===== config.mk =====
export PLATFORM = sky130hd
export DESIGN_NAME = idex_reg_hazard
export DESIGN_NICKNAME = d
export VERILOG_FILES = /design/src/rtl/idex_reg_hazard.sv
export SDC_FILE = /design/constraint.sdc
export NUM_CORES = 1
export LEC_CHECK = 0
export CORE_AREA = 2 2 141 143
export DETAILED_ROUTE_END_ITERATION = 16
export DIE_AREA = 0 0 143 145
export DONT_BUFFER_PORTS = 1
export PLACE_DENSITY = 0.65
export SETUP_SLACK_MARGIN = 0.4
export SLEW_MARGIN = 20
export SYNTH_ARGS = -nofsm -noshare
export SYNTH_HDL_FRONTEND = slang
export SYNTH_SLANG_ARGS = --single-unit
export TNS_END_PERCENT = 5

===== constraint.sdc =====
create_clock -name clk_i -period 5.7 [get_ports clk_i]
set_input_delay 1.14 -clock clk_i [delete_from_list [all_inputs] [get_ports clk_i]]
set_output_delay 1.14 -clock clk_i [all_outputs]
set_load 0.05 [all_outputs]

===== src/rtl/idex_reg_hazard.sv =====
// ID/EX pipeline register with built-in load-use hazard detection.
// A load-use stalls IF/ID for one cycle and injects a bubble; flush and hold take priority.
module idex_reg_hazard #(
  parameter int XLEN   = 32,
  parameter int CTRL_W = 16,
  parameter int CNT_W  = 32
) (
  input  logic              clk_i,
  input  logic              rst_ni,
  input  logic [XLEN-1:0]   ID_pc_i,
  input  logic [XLEN-1:0]   ID_rs1_data_i,
  input  logic [XLEN-1:0]   ID_rs2_data_i,
  input  logic [XLEN-1:0]   ID_imm_i,
  input  logic [4:0]        ID_rs1_i,
  input  logic [4:0]        ID_rs2_i,
  input  logic [4:0]        ID_rd_i,
  input  logic              ID_rs1_used_i,
  input  logic              ID_rs2_used_i,
  input  logic              ID_valid_i,
  input  logic              ID_rd_wren_i,
  input  logic              ID_mem_rden_i,
  input  logic              ID_mem_wren_i,
  input  logic [CTRL_W-1:0] ID_ctrl_i,
  input  logic              flush_i,
  input  logic              hold_i,
  output logic [XLEN-1:0]   IDEX_pc_o,
  output logic [XLEN-1:0]   IDEX_rs1_data_o,
  output logic [XLEN-1:0]   IDEX_rs2_data_o,
  output logic [XLEN-1:0]   IDEX_imm_o,
  output logic [4:0]        IDEX_rs1_o,
  output logic [4:0]        IDEX_rs2_o,
  output logic [4:0]        IDEX_rd_o,
  output logic              IDEX_valid_o,
  output logic              IDEX_rd_wren_o,
  output logic              IDEX_mem_rden_o,
  output logic              IDEX_mem_wren_o,
  output logic [CTRL_W-1:0] IDEX_ctrl_o,
  output logic              stall_o,
  output logic [CNT_W-1:0]  bubble_cnt_o
);

  typedef struct packed {
    logic [XLEN-1:0]   pc;
    logic [XLEN-1:0]   rs1_data;
    logic [XLEN-1:0]   rs2_data;
    logic [XLEN-1:0]   imm;
    logic [4:0]        rs1;
    logic [4:0]        rs2;
    logic [4:0]        rd;
    logic              valid;
    logic              rd_wren;
    logic              mem_rden;
    logic              mem_wren;
    logic [CTRL_W-1:0] ctrl;
  } idex_t;

  localparam logic [CNT_W-1:0] CNT_MAX = '1;
  localparam logic [CNT_W-1:0] CNT_ONE = {{(CNT_W-1){1'b0}}, 1'b1};

  idex_t            idex_q, idex_d, id_s;
  logic [CNT_W-1:0] cnt_q, cnt_d;
  logic             rs1_hit_s, rs2_hit_s, lu_s;

  assign id_s = {ID_pc_i, ID_rs1_data_i, ID_rs2_data_i, ID_imm_i,
                 ID_rs1_i, ID_rs2_i, ID_rd_i,
                 ID_valid_i, ID_rd_wren_i, ID_mem_rden_i, ID_mem_wren_i,
                 ID_ctrl_i};

  // A load writing x0 never creates a dependency, so it is excluded here.
  assign rs1_hit_s = ID_rs1_used_i && (ID_rs1_i == idex_q.rd);
  assign rs2_hit_s = ID_rs2_used_i && (ID_rs2_i == idex_q.rd);
  assign lu_s      = idex_q.valid && idex_q.mem_rden && (idex_q.rd != 5'd0) &&
                     ID_valid_i && (rs1_hit_s || rs2_hit_s);
  assign stall_o   = lu_s && !flush_i && !hold_i;

  // Next-state selection: flush, then hold, then load-use bubble, then capture.
  always_comb begin
    idex_d = idex_q;
    cnt_d  = cnt_q;
    if (flush_i) begin
      idex_d = '0;
    end else if (hold_i) begin
      idex_d = idex_q;
    end else if (lu_s) begin
      idex_d = '0;
      if (cnt_q != CNT_MAX) begin
        cnt_d = cnt_q + CNT_ONE;
      end else begin
        cnt_d = cnt_q;
      end
    end else if (ID_valid_i) begin
      idex_d = id_s;
    end else begin
      idex_d = '0;
    end
  end

  // Pipeline register and bubble counter.
  always_ff @(posedge clk_i or negedge rst_ni) begin
    if (!rst_ni) begin
      idex_q <= '0;
      cnt_q  <= '0;
    end else begin
      idex_q <= idex_d;
      cnt_q  <= cnt_d;
    end
  end

  assign IDEX_pc_o       = idex_q.pc;
  assign IDEX_rs1_data_o = idex_q.rs1_data;
  assign IDEX_rs2_data_o = idex_q.rs2_data;
  assign IDEX_imm_o      = idex_q.imm;
  assign IDEX_rs1_o      = idex_q.rs1;
  assign IDEX_rs2_o      = idex_q.rs2;
  assign IDEX_rd_o       = idex_q.rd;
  assign IDEX_valid_o    = idex_q.valid;
  assign IDEX_rd_wren_o  = idex_q.rd_wren;
  assign IDEX_mem_rden_o = idex_q.mem_rden;
  assign IDEX_mem_wren_o = idex_q.mem_wren;
  assign IDEX_ctrl_o     = idex_q.ctrl;
  assign bubble_cnt_o    = cnt_q;

endmodule


==> results.sh <==
export IMPL_status="finished, final reports clean"
export IMPL_syn_avg_cell_area_um2=13.9
export IMPL_ys_warnings_count=0
export IMPL_grt_pass1_vias=4719
export IMPL_synth_mux_area_frac=0.00151
export IMPL_worstReg2RegEnd="bubble_cnt_o[1]"
export IMPL_final_util=0.427
export IMPL_htree_num_levels=4
export IMPL_ant_nets=0
export IMPL_power_density_nw_per_um2=347
export IMPL_rsz0062_at_grt="no"
export IMPL_synth_top_family_by_area="compound AO/OA/AOI/OAI gates"
export IMPL_slowest_delay_ns=0.77
export IMPL_finalMaxSlewViolations=0
export IMPL_leakagePower_nw=3.92
export IMPL_finalSetupTns_ns=0
export IMPL_die_x_um=143
export IMPL_synth_compound_area_share=0.199
export IMPL_holdBufCountCts=0
export IMPL_crit_path_end_kind="output pin"
export IMPL_area_delta_synth_final_pct=9.96
export IMPL_path_cells="xnor2_1 > nand4_1 > o22ai_2 > nand2_1 > inv_1"
export IMPL_worst_path_buf_inv=1
export IMPL_hold_viol_final=0
export IMPL_path_max_fanout=5
export IMPL_num_vias=4595
export IMPL_clock_skew_ns=0.0185
export IMPL_worstPathRequired_ns=4.56
export IMPL_num_rows=51
export IMPL_cp_top_family="flip-flops"
export IMPL_grt_max_degree=196
export IMPL_holdWs_ns=0.395
export IMPL_path_clk_slew_ns=0.08
export IMPL_post_cts_buffers=0
export IMPL_grt_first_pass_wirelength_mm=26.9
export IMPL_setup_viol=0
export IMPL_grt_overflow=0
export IMPL_hold_class="in2async"
export IMPL_synthFlopType="dfrtp_1"
export IMPL_dpl_cell_count=771
export IMPL_crit_type="reg2out"
export IMPL_layoutNonFillerInstCount=802
export IMPL_antenna_cells=0
export IMPL_gp_congestion=0.919
export IMPL_clk_latency_ns=0.43
export IMPL_synth_seq_area_share=0.655
export IMPL_yosys_area_share_simple=0.0680
export IMPL_numClockSinks=195
export IMPL_synth_area_um2=7450
export IMPL_arrival_ns=2.52
export IMPL_fin_crit_sh=0.643
export IMPL_antenna_found_initial=0
export IMPL_postCtsResizedCells=0
export IMPL_max_freq_ghz=0.273
export IMPL_wirelength_mm=18.2
export IMPL_synth_cells=538
export IMPL_start_util=0.388
export IMPL_synth_xor_area_share=0.0482
export IMPL_cts_buffers=17
export IMPL_dr_pass1_iters=4
export IMPL_maxSlewHeadroom=0.370
export IMPL_die_y_um=145
export IMPL_rr_worst_depth=5
export IMPL_drt_iter0_drc=309
export IMPL_drive_above_1_share=0.0838
export IMPL_cts_tree="done"
export IMPL_crit_path_start_kind="register"
export IMPL_pin_count=365
export IMPL_synth_edf_count=0
export IMPL_ys_ff_latch=195
export IMPL_ys_async_sr_fraction=1.00
export IMPL_n_fill_cell=1764
export IMPL_dieArea_um2=20700
export IMPL_final_cell_mix="195 x dfrtp_1, 162 x a22o_1, 25 x xor2_1"
export IMPL_slowest_stage="dfrtp_1"
export IMPL_synthAdderAreaFrac=0.00168
export IMPL_dp_hpwl_mm=12.8
export IMPL_synth_cell_type_count=31
export IMPL_drc=0
export IMPL_ff2ff_setup_slack_ns=2.94
export IMPL_fin_area_um2=8190
export IMPL_port_buffers=0
export IMPL_vdd_drop_max_mv=0.183
export IMPL_maxCapViolations=0
export IMPL_r2r_start="bubble_cnt_o[0]"
export IMPL_vias_per_cell=5.73
export IMPL_layout_nets=695
export IMPL_min_period_ns=3.66
export IMPL_final_common_cell="dfrtp_1"
export IMPL_clk_path_buf_depth=2
export IMPL_wl_per_cell_um=22.7
export IMPL_synth_fp_nets=708
export IMPL_clock_root_buffer="clkbuf_16"
export IMPL_track_usage=0.169
export IMPL_place_area_um2=7640
export IMPL_worstMarginPinSlew_ns=0.946
export IMPL_coreArea_um2=19200
[through the flow]
stage                     power [mW]  setup WS [ns]
after floorplan                 1.71           2.20
after global placement          1.73           2.10
after detailed placement        1.73           2.06
after CTS                       2.87           2.03
after global routing            2.94           1.91
final                           2.84           2.04
[final cells by class]
cell class,instances,area [um2],area share
clock inverters,13,118,0.0144
clock buffers,18,439,0.0536
inverters,5,18.8,0.00229
multi-input cells,302,2380,0.290
flip-flops and latches,195,4880,0.596
repair buffers,4,30.0,0.00366
well taps,265,332,0.0405
[cell usage after synthesis, types with 3 or more instances]
cell,n,area [um2]
nand2_1,19,71.3
nor4_1,6,37.5
and3_1,3,18.8
buf_2,9,45.0
nor2_1,12,45.0
and2_1,3,18.8
and4_1,3,26.3
nand4_1,11,68.8
inv_1,5,18.8
nand3_1,13,65.1
buf_4,8,60.1
xnor2_1,16,140
a22o_1,162,1420
clkbuf_1,18,67.6
nor3_1,14,70.1
dfrtp_1,195,4880
xor2_1,25,219
[state kept, by name, indices dropped and copies added (netlist names)]
| name | count |
|---|---|
| IDEX_imm_o | 32 |
| IDEX_pc_o | 32 |
| IDEX_rs1_data_o | 32 |
| IDEX_rs2_data_o | 32 |
| bubble_cnt_o | 32 |
| IDEX_ctrl_o | 16 |
| IDEX_rd_o | 5 |
| IDEX_rs1_o | 5 |
| IDEX_rs2_o | 5 |
| IDEX_mem_rden_o | 1 |
| IDEX_mem_wren_o | 1 |
| IDEX_rd_wren_o | 1 |
| IDEX_valid_o | 1 |
[per-layer routing]
layer	vias up	track usage	share of wire
met5	-	0	0
met4	0	0.0743	0.028
met3	30	0.0736	0.10
met2	272	0.278	0.49
met1	2291	0.189	0.38
li1	2002	-	-
[worst max path at each step]
stage / startpoint / to / cells after the start
floorplan: flush_i / stall_o / 4
global placement: flush_i / stall_o / 4
detailed placement: flush_i / stall_o / 4
CTS: IDEX_rd_o[1] / stall_o / 5
global route: IDEX_rd_o[1] / stall_o / 5
finish: IDEX_rd_o[1] / stall_o / 5
[cells by family after synthesis]
kind of cell,Yosys count
AO/OA/AOI/OAI,167
XOR/XNOR,41
adder cells (fa/ha/maj),1
buffers and inverters,41
flip-flops,195
multiplexers,1
AND/OR/NAND/NOR,92
[worst register-to-register path, stage by stage, from the launching register on]
cell      delay (ns)
dfrtp_1         0.75
ha_1            0.38
and4_1          0.22
nand4_1         0.27
o211ai_4        0.61
mux2_2          0.41
[power breakdown]
group | internal, mW | leakage [nW] | switching (mW) | total (mW)
clock network | 0.586 | 0.271 | 0.549 | 1.13
registers | 1.42 | 2.67 | 0.197 | 1.62
logic | 0.0395 | 0.979 | 0.0455 | 0.0850
total | 2.05 | 3.92 | 0.791 | 2.84
No activity file was read; power rests on OpenSTA's default activity.
